### src/rtl/life_window_if.sv
// Handshake and window bundle for life_window_gen. LIFE_FRAMECNT_EN adds frame_cnt.
// The master is the window generator; the slave is the surrounding environment.
interface life_window_if #(
  parameter int XW = 5,
  parameter int YW = 5
);
  logic          in_valid;
  logic          in_ready;
  logic          in_cell;
  logic          out_valid;
  logic          out_ready;
  logic          Tl, T, Tr, L, C, R, Bl, B, Br;
  logic [XW-1:0] out_x;
  logic [YW-1:0] out_y;
  logic          out_last;
`ifdef LIFE_FRAMECNT_EN
  logic [15:0]   frame_cnt;

  modport master (
    input  in_valid, in_cell, out_ready,
    output in_ready, out_valid, Tl, T, Tr, L, C, R, Bl, B, Br,
    output out_x, out_y, out_last, frame_cnt
  );
  modport slave (
    output in_valid, in_cell, out_ready,
    input  in_ready, out_valid, Tl, T, Tr, L, C, R, Bl, B, Br,
    input  out_x, out_y, out_last, frame_cnt
  );
`else
  modport master (
    input  in_valid, in_cell, out_ready,
    output in_ready, out_valid, Tl, T, Tr, L, C, R, Bl, B, Br,
    output out_x, out_y, out_last
  );
  modport slave (
    output in_valid, in_cell, out_ready,
    input  in_ready, out_valid, Tl, T, Tr, L, C, R, Bl, B, Br,
    input  out_x, out_y, out_last
  );
`endif
endinterface

### src/rtl/life_window_gen.sv
// Streaming 3x3 Game-of-Life neighbourhood generator over a raster-ordered frame.
// Optional macro LIFE_FRAMECNT_EN adds a 16-bit frame counter on the interface.
//
// state  | meaning
// FILL   | accept the first WIDTH+1 cells, no output yet
// STREAM | one accepted cell loads one window
// FLUSH  | shift zeros to emit the last WIDTH+1 windows
module life_window_gen #(
  parameter int WIDTH  = 32,
  parameter int HEIGHT = 32,
  parameter int XW     = 5,
  parameter int YW     = 5
) (
  input  logic          clk,
  input  logic          rst,
  life_window_if.master bus
);
  localparam int N  = WIDTH * HEIGHT;
  localparam int HL = 2 * WIDTH + 3;
  localparam int KW = $clog2(N);

  typedef enum logic [1:0] {FILL, STREAM, FLUSH} state_t;

  state_t        state, state_nx;
  // The incoming bit plus the stored bits together form the 2*WIDTH+3 history.
  logic [HL-2:0] hist;
  logic [HL-1:0] hist_nx;
  logic [KW-1:0] k;
  logic [XW-1:0] lx;
  logic [YW-1:0] ly;
  logic          loaded_all;
  logic          rdy, shift, shift_bit, load, drain;
  logic          x0, xe, y0, ye, k_end;
  logic          out_valid_q, out_last_q;
  logic [8:0]    win_q, win_nx;
  logic [XW-1:0] out_x_q;
  logic [YW-1:0] out_y_q;

  assign drain   = out_valid_q & bus.out_ready;
  assign k_end   = (k == KW'(N - 1));
  assign x0      = (lx == '0);
  assign xe      = (lx == XW'(WIDTH - 1));
  assign y0      = (ly == '0);
  assign ye      = (ly == YW'(HEIGHT - 1));
  assign hist_nx = {hist, shift_bit};

  always_comb begin
    state_nx  = state;
    rdy       = 1'b0;
    shift     = 1'b0;
    shift_bit = 1'b0;
    load      = 1'b0;
    case (state)
      FILL: begin
        rdy       = 1'b1;
        shift     = bus.in_valid;
        shift_bit = bus.in_cell;
        if (bus.in_valid && k == KW'(WIDTH)) state_nx = STREAM;
      end
      STREAM: begin
        rdy       = bus.out_ready | ~out_valid_q;
        shift     = bus.in_valid & rdy;
        shift_bit = bus.in_cell;
        load      = shift;
        if (shift && k_end) state_nx = FLUSH;
      end
      FLUSH: begin
        if (!loaded_all && (drain || !out_valid_q)) begin
          shift = 1'b1;
          load  = 1'b1;
        end
        if (drain && out_last_q) state_nx = FILL;
      end
      default: state_nx = FILL;
    endcase
  end

  // Window taken from the post-shift history; centre sits at index WIDTH+1.
  always_comb begin
    win_nx = '0;
    win_nx[8] = hist_nx[2*WIDTH+2] & ~x0 & ~y0;
    win_nx[7] = hist_nx[2*WIDTH+1] & ~y0;
    win_nx[6] = hist_nx[2*WIDTH]   & ~xe & ~y0;
    win_nx[5] = hist_nx[WIDTH+2]   & ~x0;
    win_nx[4] = hist_nx[WIDTH+1];
    win_nx[3] = hist_nx[WIDTH]     & ~xe;
    win_nx[2] = hist_nx[2]         & ~x0 & ~ye;
    win_nx[1] = hist_nx[1]         & ~ye;
    win_nx[0] = hist_nx[0]         & ~xe & ~ye;
  end

  always_ff @(posedge clk or posedge rst) begin
    if (rst) begin
      state       <= FILL;
      hist        <= '0;
      k           <= '0;
      lx          <= '0;
      ly          <= '0;
      loaded_all  <= 1'b0;
      out_valid_q <= 1'b0;
      out_last_q  <= 1'b0;
      win_q       <= '0;
      out_x_q     <= '0;
      out_y_q     <= '0;
    end else begin
      state <= state_nx;
      if (shift) hist <= hist_nx[HL-2:0];
      if (shift && state != FLUSH) k <= k_end ? '0 : k + 1'b1;
      if (load) begin
        win_q       <= win_nx;
        out_x_q     <= lx;
        out_y_q     <= ly;
        out_last_q  <= xe & ye;
        out_valid_q <= 1'b1;
        if (xe) begin
          lx <= '0;
          ly <= ye ? '0 : ly + 1'b1;
        end else begin
          lx <= lx + 1'b1;
        end
        if (xe && ye) loaded_all <= 1'b1;
      end else if (drain) begin
        out_valid_q <= 1'b0;
      end
      if (state == FLUSH && state_nx == FILL) loaded_all <= 1'b0;
    end
  end

`ifdef LIFE_FRAMECNT_EN
  logic [15:0] frame_cnt_q;
  always_ff @(posedge clk or posedge rst) begin
    if (rst) frame_cnt_q <= '0;
    else if (drain && out_last_q) frame_cnt_q <= frame_cnt_q + 16'd1;
  end
  assign bus.frame_cnt = frame_cnt_q;
`endif

  assign bus.in_ready  = rdy;
  assign bus.out_valid = out_valid_q;
  assign bus.out_last  = out_last_q;
  assign bus.out_x     = out_x_q;
  assign bus.out_y     = out_y_q;
  assign {bus.Tl, bus.T, bus.Tr, bus.L, bus.C, bus.R, bus.Bl, bus.B, bus.Br} = win_q;
endmodule

### src/flat_wrapper.sv
// flat-port wrapper written by rule: the top's interface ports become plain ports
module life_window_gen_flat 
#(
  parameter int WIDTH  = 32,
  parameter int HEIGHT = 32,
  parameter int XW     = 5,
  parameter int YW     = 5
)
  (clk, rst, bus_in_valid, bus_in_cell, bus_out_ready, bus_in_ready, bus_out_valid, bus_Tl, bus_T, bus_Tr, bus_L, bus_C, bus_R, bus_Bl, bus_B, bus_Br, bus_out_x, bus_out_y, bus_out_last);
  life_window_if #(.XW(XW), .YW(YW)) bus_i ();
  input  logic clk;
  input  logic rst;
  input wire logic [$bits(bus_i.in_valid)-1:0] bus_in_valid;
  input wire logic [$bits(bus_i.in_cell)-1:0] bus_in_cell;
  input wire logic [$bits(bus_i.out_ready)-1:0] bus_out_ready;
  output wire logic [$bits(bus_i.in_ready)-1:0] bus_in_ready;
  output wire logic [$bits(bus_i.out_valid)-1:0] bus_out_valid;
  output wire logic [$bits(bus_i.Tl)-1:0] bus_Tl;
  output wire logic [$bits(bus_i.T)-1:0] bus_T;
  output wire logic [$bits(bus_i.Tr)-1:0] bus_Tr;
  output wire logic [$bits(bus_i.L)-1:0] bus_L;
  output wire logic [$bits(bus_i.C)-1:0] bus_C;
  output wire logic [$bits(bus_i.R)-1:0] bus_R;
  output wire logic [$bits(bus_i.Bl)-1:0] bus_Bl;
  output wire logic [$bits(bus_i.B)-1:0] bus_B;
  output wire logic [$bits(bus_i.Br)-1:0] bus_Br;
  output wire logic [$bits(bus_i.out_x)-1:0] bus_out_x;
  output wire logic [$bits(bus_i.out_y)-1:0] bus_out_y;
  output wire logic [$bits(bus_i.out_last)-1:0] bus_out_last;
  assign bus_i.in_valid = bus_in_valid;
  assign bus_i.in_cell = bus_in_cell;
  assign bus_i.out_ready = bus_out_ready;
  assign bus_in_ready = bus_i.in_ready;
  assign bus_out_valid = bus_i.out_valid;
  assign bus_Tl = bus_i.Tl;
  assign bus_T = bus_i.T;
  assign bus_Tr = bus_i.Tr;
  assign bus_L = bus_i.L;
  assign bus_C = bus_i.C;
  assign bus_R = bus_i.R;
  assign bus_Bl = bus_i.Bl;
  assign bus_B = bus_i.B;
  assign bus_Br = bus_i.Br;
  assign bus_out_x = bus_i.out_x;
  assign bus_out_y = bus_i.out_y;
  assign bus_out_last = bus_i.out_last;
  life_window_gen #(.WIDTH(WIDTH), .HEIGHT(HEIGHT), .XW(XW), .YW(YW)) u_core (.clk(clk), .rst(rst), .bus(bus_i));
endmodule
### config.mk
export PLATFORM = sky130hd
export DESIGN_NAME = life_window_gen_flat
export DESIGN_NICKNAME = d
export VERILOG_FILES = /design/src/rtl/life_window_if.sv /design/src/rtl/life_window_gen.sv /design/src/flat_wrapper.sv
export SDC_FILE = /design/constraint.sdc
export NUM_CORES = 1
export LEC_CHECK = 0
export BUFFER_PORTS_ARGS = -buffer_cell sky130_fd_sc_hd__buf_2
export CAP_MARGIN = 20
export CORE_ASPECT_RATIO = 1.4
export CORE_MARGIN = 10
export CORE_UTILIZATION = 35
export CTS_CLUSTER_SIZE = 20
export DETAILED_ROUTE_END_ITERATION = 12
export GPL_TIMING_DRIVEN = 0
export HOLD_SLACK_MARGIN = 0.02
export PLACE_DENSITY = 0.54
export SLEW_MARGIN = 20
export SYNTH_ARGS = -nofsm -noshare
export SYNTH_HDL_FRONTEND = slang
export SYNTH_SLANG_ARGS = --single-unit
export TNS_END_PERCENT = 100
### constraint.sdc
create_clock -name clk -period 8 [get_ports clk]
set_clock_uncertainty 0.1 [all_clocks]
set_input_delay 1.2 -clock clk [delete_from_list [all_inputs] [get_ports clk]]
set_output_delay 1.2 -clock clk [all_outputs]
set_load 0.03 [all_outputs]
======== Word level (Yosys, flattened, before mapping) ========
Index checks and enable logic that the tools add are counted.
operators by class
  $add $sub $neg .......................... 3
  eq/ne operators ......................... 7
  mux-type cells .......................... 17
  bitwise operators ....................... 21
  reduce and logical (&&, ||, !) cells .... 20
operators by type and width
  operator               count
  $and 1x1->1            15
  $add 10x1->10 const B  1
  $add 5x1->5 const B    2
  $eq 10x10->1 const B   1
  $eq 10x6->1 const B    1
  $eq 5x5->1 const B     2
  $logic_not 5->1        2
  $mux 10                1
  $mux 5                 2
  $logic_and 1x1->1      7
  $mux 1                 7
  $mux 2                 3
  $pmux 2 s3             1
  $reduce_bool 2->1      3
  $not 1->1              5
  $logic_not 2->1        2
  $pmux 1 s2             2
  $reduce_and 2->1       2
  $pmux 1 s3             1
  $eq 2x1->1 const B     1
  $eq 2x2->1 const B     1
  $logic_not 1->1        2
  $ne 2x2->1 const B     1
  $reduce_or 2->1        1
  2 further kinds        2
storage, ports and cells
  flip-flop bits (word level) ............. 110
  logic and storage cells ................. 79

======== Depth between registers and ports, before layout ========
Gate-level depths: netlist of run 1.
  word-level depth ........................ 10
  depth in mapped cells ................... 8

======== Worst setup path after synthesis of run 1 ========
No wires, ideal clock.
  path type ............................... in2out
  start point ............................. input port bus_out_ready
  end point ............................... output port bus_in_ready
  arrival time ............................ 1.620 ns
  required time ........................... 6.700 ns
  setup slack ............................. 5.080 ns
  stages on the path ...................... 2
  buffers on the path ..................... 0
  cell sequence ........................... nand2b_4 -> a21o_4
between the ends
  word-level cells in the longest chain between the ends .. 2
RTL lines
  element      RTL line               source
  from (decl)  flat_wrapper.sv:15     input wire logic [$bits(bus_i.out_ready)-1:0] bus_out_ready;
  $or 1x1->1   life_window_gen.sv:61  rdy = bus.out_ready | ~out_valid_q;
  $pmux 1 s2   life_window_gen.sv:53  case (state)
  to (decl)    flat_wrapper.sv:16     output wire logic [$bits(bus_i.in_ready)-1:0] bus_in_ready;
No other way between the ends.

======== Final worst setup path of run 1 ========
Same ends and word-level chain as after synthesis.

==> impl_metrics.tcl, run 1 <==
set metrics [dict create \
    firstDrtPassIters 6 \
    first_pass_grt_wire_length_mm 14.9 \
    share_comb_of_total_power 0.120 \
    critPathCaptureType "output pin" \
    p_int_mw 0.965 \
    run_status "finished, final reports clean" \
    cts_buffer_depth 2 \
    fin_crit_ps 3190 \
    pwr_density_cell_nw_per_um2 229 \
    async_flop_share 1.00 \
    synth.ff_latch_count 110 \
    p_leak_nw 2.73 \
    number_of_top_level_pins 27 \
    ant_nets 0 \
    timing.critical_path.buf_inv 2 \
    port_buffers 26 \
    p_total_mw 1.26 \
    p_sw_frac 0.234 \
    wl_per_cell_um 15.2 \
    grt_usage 0.0955 \
    crit_path_start "bus_out_ready" \
    cts_hold_buf 0 \
    hold_path_class "flip-flop to flip-flop" \
    detailroute.via_count 2752 \
    final_layout_size_suffix_gt1_frac 0.336 \
    max_slew_margin 0.632 \
    mostFrequentLayoutCells "dfrtp_1, mux2_4, nand2_1, buf_2, o21ai_0" \
    synth_fp_nets 367 \
    total_number_of_nets_in_the_final_design 405 \
    insertion_delay_ps 340 \
    timing_worst_slew_pin_value_ps 552 \
    cp_slowest_stage_delay_ps 250 \
    placement.setup.worst_slack_ps 4800 \
    clockRootBuffer "clkbuf_16" \
    maximum_number_of_pins_on_one_net_before_global_route_repair 82 \
    drt_iter0_drc 206 \
    mostFrequentLayoutCell "dfrtp_1" \
    path_depth 4 \
    synthesis.area_um2 4810 \
    hold_viol 0 \
    fin_setup_tns_ps 0 \
    placedCellCount 559 \
    cts-buffers-inserted 9 \
    worstPathArrival_ps 1890 \
    core-area_um2 13500 \
    ys.flop_type "dfrtp_1" \
    power.share.sequential 0.536 \
    grt_antenna_before_repair 0 \
    initial_utilization 0.358 \
    share_clk_of_total_power 0.343 \
    synth_area_per_cell_um2 13.8 \
    r2r_cells 7 \
    grt-ovfl-total 0 \
    post_synthesis_cell_type_count 42 \
    overall_die_area_um2 18900 \
    cts_tree "yes" \
    critical_path_fanout_max 6 \
    worst_slack_ps 4810 \
    cts.sinks 110 \
    crit_path_leading_delay_family "buffers and inverters" \
    cp_capture_point "bus_in_ready" \
    drc 0 \
    regToRegEndpoint "u_core.ly[3]" \
    synthesis.instances 350 \
    area_growth_pct 14.1 \
    place.gp.congestion 0.756 \
    cts-htree-levels 3 \
    routed_via_density 4.79 \
    grt_pass1_vias 2929 \
    timing.critical_path.from_type "primary input" \
    period_share 0.399 \
    number_of_standard_cells_in_the_layout_taps_in_and_fillers_out 575 \
    dpl.hpwl_mm 5.87 \
    ir_worst_vdd_uv 86.9 \
    synth.yosys.seq_area_share 0.572 \
    cts_post_setup_buffers_inserted 0 \
    crit_type "primary input to output pin" \
    final-max-slew-violation-count 0 \
    clk_pin_slew_ps 70 \
    cts_repair_resize_count 0 \
    crit_top_cell "buf_2" \
    ys_warn_count 0 \
    n_antenna_cell 0 \
    critical_path.reg2reg.startpoint "u_core.lx[1]" \
    drv_cap 0 \
    dieHeight_um 159 \
    finalSetupViolations 0 \
    switching_power_mw 0.295 \
    synth_edf_count 0 \
    slowest_stage "a21o_4" \
    standard_cell_rows 50 \
    fmaxAchievable_mhz 313 \
    ordered_list_of_cells_on_the_worst_path "buf_2, nand2b_4, a21o_4, buf_2" \
    reg2reg_setup_slack_ps 5580 \
    grt_setup_unrepaired "false" \
    die_w_um 119 \
    cp.required_ps 6700 \
    routed_wirelength_mm 8.75 \
]
[cell type report]
cell class	count	area, um^2
tap	182	228
clock buffer	13	270
clock inverter	3	17.5
sequential	110	2750
buffer	13	96.3
multi-input combinational	216	1920
fill	1260	7960
timing repair buffer	27	158
inverter	11	46.3
[cell usage after synthesis, drive strengths merged (2+ instances only)]
cell,instances,area share
xnor2,4,0.0073
nor4b,2,0.0036
nand2b,6,0.0094
o31ai,4,0.0062
buf,8,0.016
nand4,3,0.0039
or4b,2,0.0042
nand3,11,0.011
mux2,75,0.21
clkbuf,5,0.0039
nand3b,2,0.0031
and2,2,0.0026
ha,12,0.031
and4,2,0.0036
nand2,28,0.022
inv,11,0.0086
a21oi,2,0.0021
o21ai,28,0.029
and3,5,0.0065
dfrtp,110,0.57
nor3,2,0.0021
nor2,10,0.0078
[power by group through the flow]
| stage | Sequential [mW] | Clock, mW | Combinational (mW) |
|---|---|---|---|
| 2_1_floorplan | 0.671 | 0 | 0.134 |
| 3_3_place_gp | 0.684 | 0 | 0.147 |
| 3_5_place_dp | 0.685 | 0 | 0.153 |
| 4_1_cts | 0.676 | 0.446 | 0.154 |
| 5_1_grt | 0.687 | 0.470 | 0.166 |
| 6_report | 0.676 | 0.433 | 0.152 |
[how the worst min path moves through the flow]
stage | start | depth (start not counted) | endpoint | slack (ps)
after global placement | u_core.win_q[0] | 2 | u_core.win_q[0] | 360
after floorplan | u_core.k[8] | 1 | u_core.k[8] | 360
after detailed placement | u_core.win_q[2] | 2 | u_core.win_q[2] | 370
final | u_core.win_q[6] | 2 | u_core.win_q[6] | 380
after CTS | u_core.win_q[2] | 2 | u_core.win_q[2] | 380
after global routing | u_core.win_q[2] | 2 | u_core.win_q[2] | 420
[worst min-delay path, stage by stage, from the launching register on]
cell     delay, ps
dfrtp_1        340
nand2_1         40
o21ai_0         60
[state kept, by name, summed over array words and instances (netlist names)]
signal / flops
u_core.bus.out_valid: 1
u_core.ly: 5
u_core.lx: 5
u_core.state: 2
u_core.win_q: 9
u_core.bus.out_x: 5
u_core.k: 10
u_core.bus.out_y: 5
u_core.bus.out_last: 1
u_core.hist: 66
u_core.loaded_all: 1
[cells by family after synthesis]
kind of cell / count (synthesis) / share of synthesized area
xor+xnor: 5 / 0.00910
simple gates: 77 / 0.0826
buf+inv: 24 / 0.0286
fa+ha+maj: 12 / 0.0312
compound gates: 47 / 0.0624
mux: 75 / 0.214
flops: 110 / 0.572
[metrics by stage]
| step | utilization | hold WS, ps | area [um^2] |
|---|---|---|---|
| finish | 0.408 | 379 | 5490 |
| global route | 0.408 | 425 | 5490 |
| global placement | 0.385 | 362 | 5170 |
| CTS | 0.408 | 382 | 5490 |
| floorplan | - | 361 | 4810 |
| detailed placement | 0.387 | 365 | 5200 |
[layer usage]
layer  up-vias  track usage  part of all wire
met5         -            0                 0
met3        15       0.0206             0.022
met4         0       0.0557             0.026
met1      1391        0.121              0.48
met2        34        0.146              0.47
li1       1312            -                 -
No activity file was read; power rests on OpenSTA's default activity.
==> run 2, diff against run 1 <==
- ABC_AREA: not set -> 1
- clock period: 8 -> 3.1 ns (I/O delays scaled with it)
==> run 2 against run 1 <==
Against the previous run: sequential share of layout area grew 0.19 points; power grew to 3.1 times the previous value; sequential power increased to 2.8 times the previous value; register-to-register slack got worse by 4500 ps; global-route usage is 1.3 points higher; critical path depth up 7.
==> impl_metrics.tcl, run 2 <==
set metrics [dict create \
    run_status "finished, final reports clean" \
    ys.flop_type "dfrtp_1" \
    hold_viol 0 \
    synth.yosys.seq_area_share 0.585 \
    fin_crit_ps 2070 \
    detailroute.via_count 3457 \
    synth_area_per_cell_um2 8.93 \
    ys_warn_count 0 \
    largest_regs "u_core.hist: 66 flops, u_core.k: 10 flops, u_core.win_q: 9 flops" \
    fillers 1363 \
    drc 0 \
    crit_type "flip-flop to flip-flop" \
    grt_setup_unrepaired "false" \
    synth.ff_latch_count 110 \
    initial_utilization 0.355 \
    multiInputGateArea_um2 1540 \
    grt_usage 0.108 \
    async_flop_share 1.00 \
    cts_hold_buf 0 \
    finalCoreUtilization 0.413 \
    mostFrequentLayoutCells "nand2_1, dfrtp_1, inv_1" \
    finalSetupViolations 0 \
    critPathCaptureType "flip-flop" \
    synth_fp_nets 544 \
    final-max-slew-violation-count 0 \
    overall_die_area_um2 18600 \
    period_share 0.668 \
    grt_pass1_vias 3481 \
    ant_nets 0 \
    fin_setup_tns_ps 0 \
    port_buffers 26 \
    timing_worst_slew_pin_value_ps 512 \
    die_w_um 118 \
    worstPathArrival_ps 2180 \
    insertion_delay_ps 340 \
    grt-ovfl-total 0 \
    cts-htree-levels 3 \
    cts-buffers-inserted 9 \
    timing.critical_path.from_type "flip-flop" \
    total_number_of_nets_in_the_final_design 584 \
    p_total_mw 3.85 \
    critical_path_fanout_max 10 \
    number_of_top_level_pins 27 \
    hold_path_class "primary input to async pin" \
    number_of_standard_cells_in_the_layout_taps_in_and_fillers_out 754 \
    routed_via_density 4.58 \
    first_pass_grt_wire_length_mm 16.9 \
    register_area_um2 2750 \
    maximum_number_of_pins_on_one_net_before_global_route_repair 36 \
    yosysTopAreaCellShare 0.585 \
    synthesis.area_um2 4710 \
    largest_register_ff_count 66 \
    placedCellCount 738 \
    final_layout_size_suffix_gt1_frac 0.117 \
    cts_repair_resize_count 0 \
    cts.sinks 110 \
    area_growth_pct 16.2 \
    place.gp.congestion 0.857 \
    dpl.hpwl_mm 6.74 \
    n_antenna_cell 0 \
    dieHeight_um 157 \
    post_synthesis_cell_type_count 24 \
    drt_iter0_drc 259 \
    standard_cell_rows 50 \
    grt_antenna_before_repair 0 \
    ys_top_cells_by_area "dfrtp_1, nand2_1, o21ai_0" \
    core-area_um2 13300 \
    pwr_density_cell_nw_per_um2 703 \
    cp.required_ps 3210 \
    synth_largest_area_cell "dfrtp_1" \
    registers.top_by_ff_count "u_core.hist" \
    max_slew_margin 0.659 \
    synthesis.instances 527 \
    mostFrequentLayoutCell "nand2_1" \
    drv_cap 0 \
    cts_post_setup_buffers_inserted 0 \
    ir_worst_vdd_uv 273 \
    routed_wirelength_mm 9.57 \
    most_frequently_used_cell_type_in_the_post_synthesis_netlist "nand2_1" \
    ys_top_cells_by_count "nand2_1, dfrtp_1, inv_1" \
    p_leak_nw 2.73 \
    clockRootBuffer "clkbuf_16" \
    wl_per_cell_um 12.7 \
    synth_edf_count 0 \
    firstDrtPassIters 4 \
    cts_tree "yes" \
    cts_buffer_depth 2 \
    clk_pin_slew_ps 70 \
    fmaxAchievable_mhz 483 \
]
[run 2: final cells by class]
class / count / share of cell area
well taps: 182 / 0.0416
multi-input cells: 321 / 0.281
clock inverters: 4 / 0.0139
clock buffers: 12 / 0.0487
plain buffers: 21 / 0.0247
flip-flops and latches: 110 / 0.503
inverters: 75 / 0.0521
repair buffers: 29 / 0.0348
[run 2: metrics by stage]
step | setup WS (ps) | area (um^2) | hold WS [ps]
after floorplan | 1210 | 4710 | 349
after global placement | 465 | 5070 | 362
after detailed placement | 1010 | 5130 | 361
after CTS | 1010 | 5470 | 36.0
after global routing | 845 | 5470 | 46.5
final | 1030 | 5470 | 27.3
[run 2: logic make-up after synthesis]
kind of cell             Yosys count  synth area share
XOR/XNOR                           6            0.0112
AND/OR/NAND/NOR                  203             0.175
AO/OA/AOI/OAI                    100             0.109
flip-flops                       110             0.585
adder cells (fa/ha/maj)           12            0.0319
buffers and inverters             96            0.0885
[run 2: per-layer routing]
layer	vias to the layer above	wire length [um]	part of all wire	track usage
met4	0	160	0.017	0.0466
met2	43	4770	0.50	0.185
met3	12	208	0.022	0.0161
li1	1726	-	-	-
met5	-	0	0	0
met1	1676	4430	0.46	0.134
[run 2: final timing paths]
path                                   endpoint            start  slack (ps)  depth (start not counted)
setup / recovery                u_core.hist[19]  u_core.state[1]        1030                         11
hold / removal                  u_core.hist[53]              rst          30                          2
setup reg to reg                u_core.hist[19]  u_core.state[1]        1030                         11
hold reg to reg                 u_core.win_q[0]  u_core.win_q[0]         370                          2
max in group asynchronous       u_core.hist[33]              rst        2120                          4
min in group clk           u_core.bus.out_valid    bus_out_ready         340                          4
[run 2: power breakdown]
part	switching [mW]	internal (mW)	leakage (nW)
Sequential	0.155	1.74	1.43
Combinational	0.421	0.242	1.14
Clock	0.513	0.778	0.165
Total	1.09	2.76	2.73
[run 2: worst max-delay path: stages, from the launching register on]
cell     delay [ps]
dfrtp_1         400
inv_1           110
ha_1            250
nand2_1         110
o21ai_2         140
inv_1            70
o21ai_2          60
nand2_2         140
buf_4           210
buf_2           200
nand2_1          80
o21ai_0          80
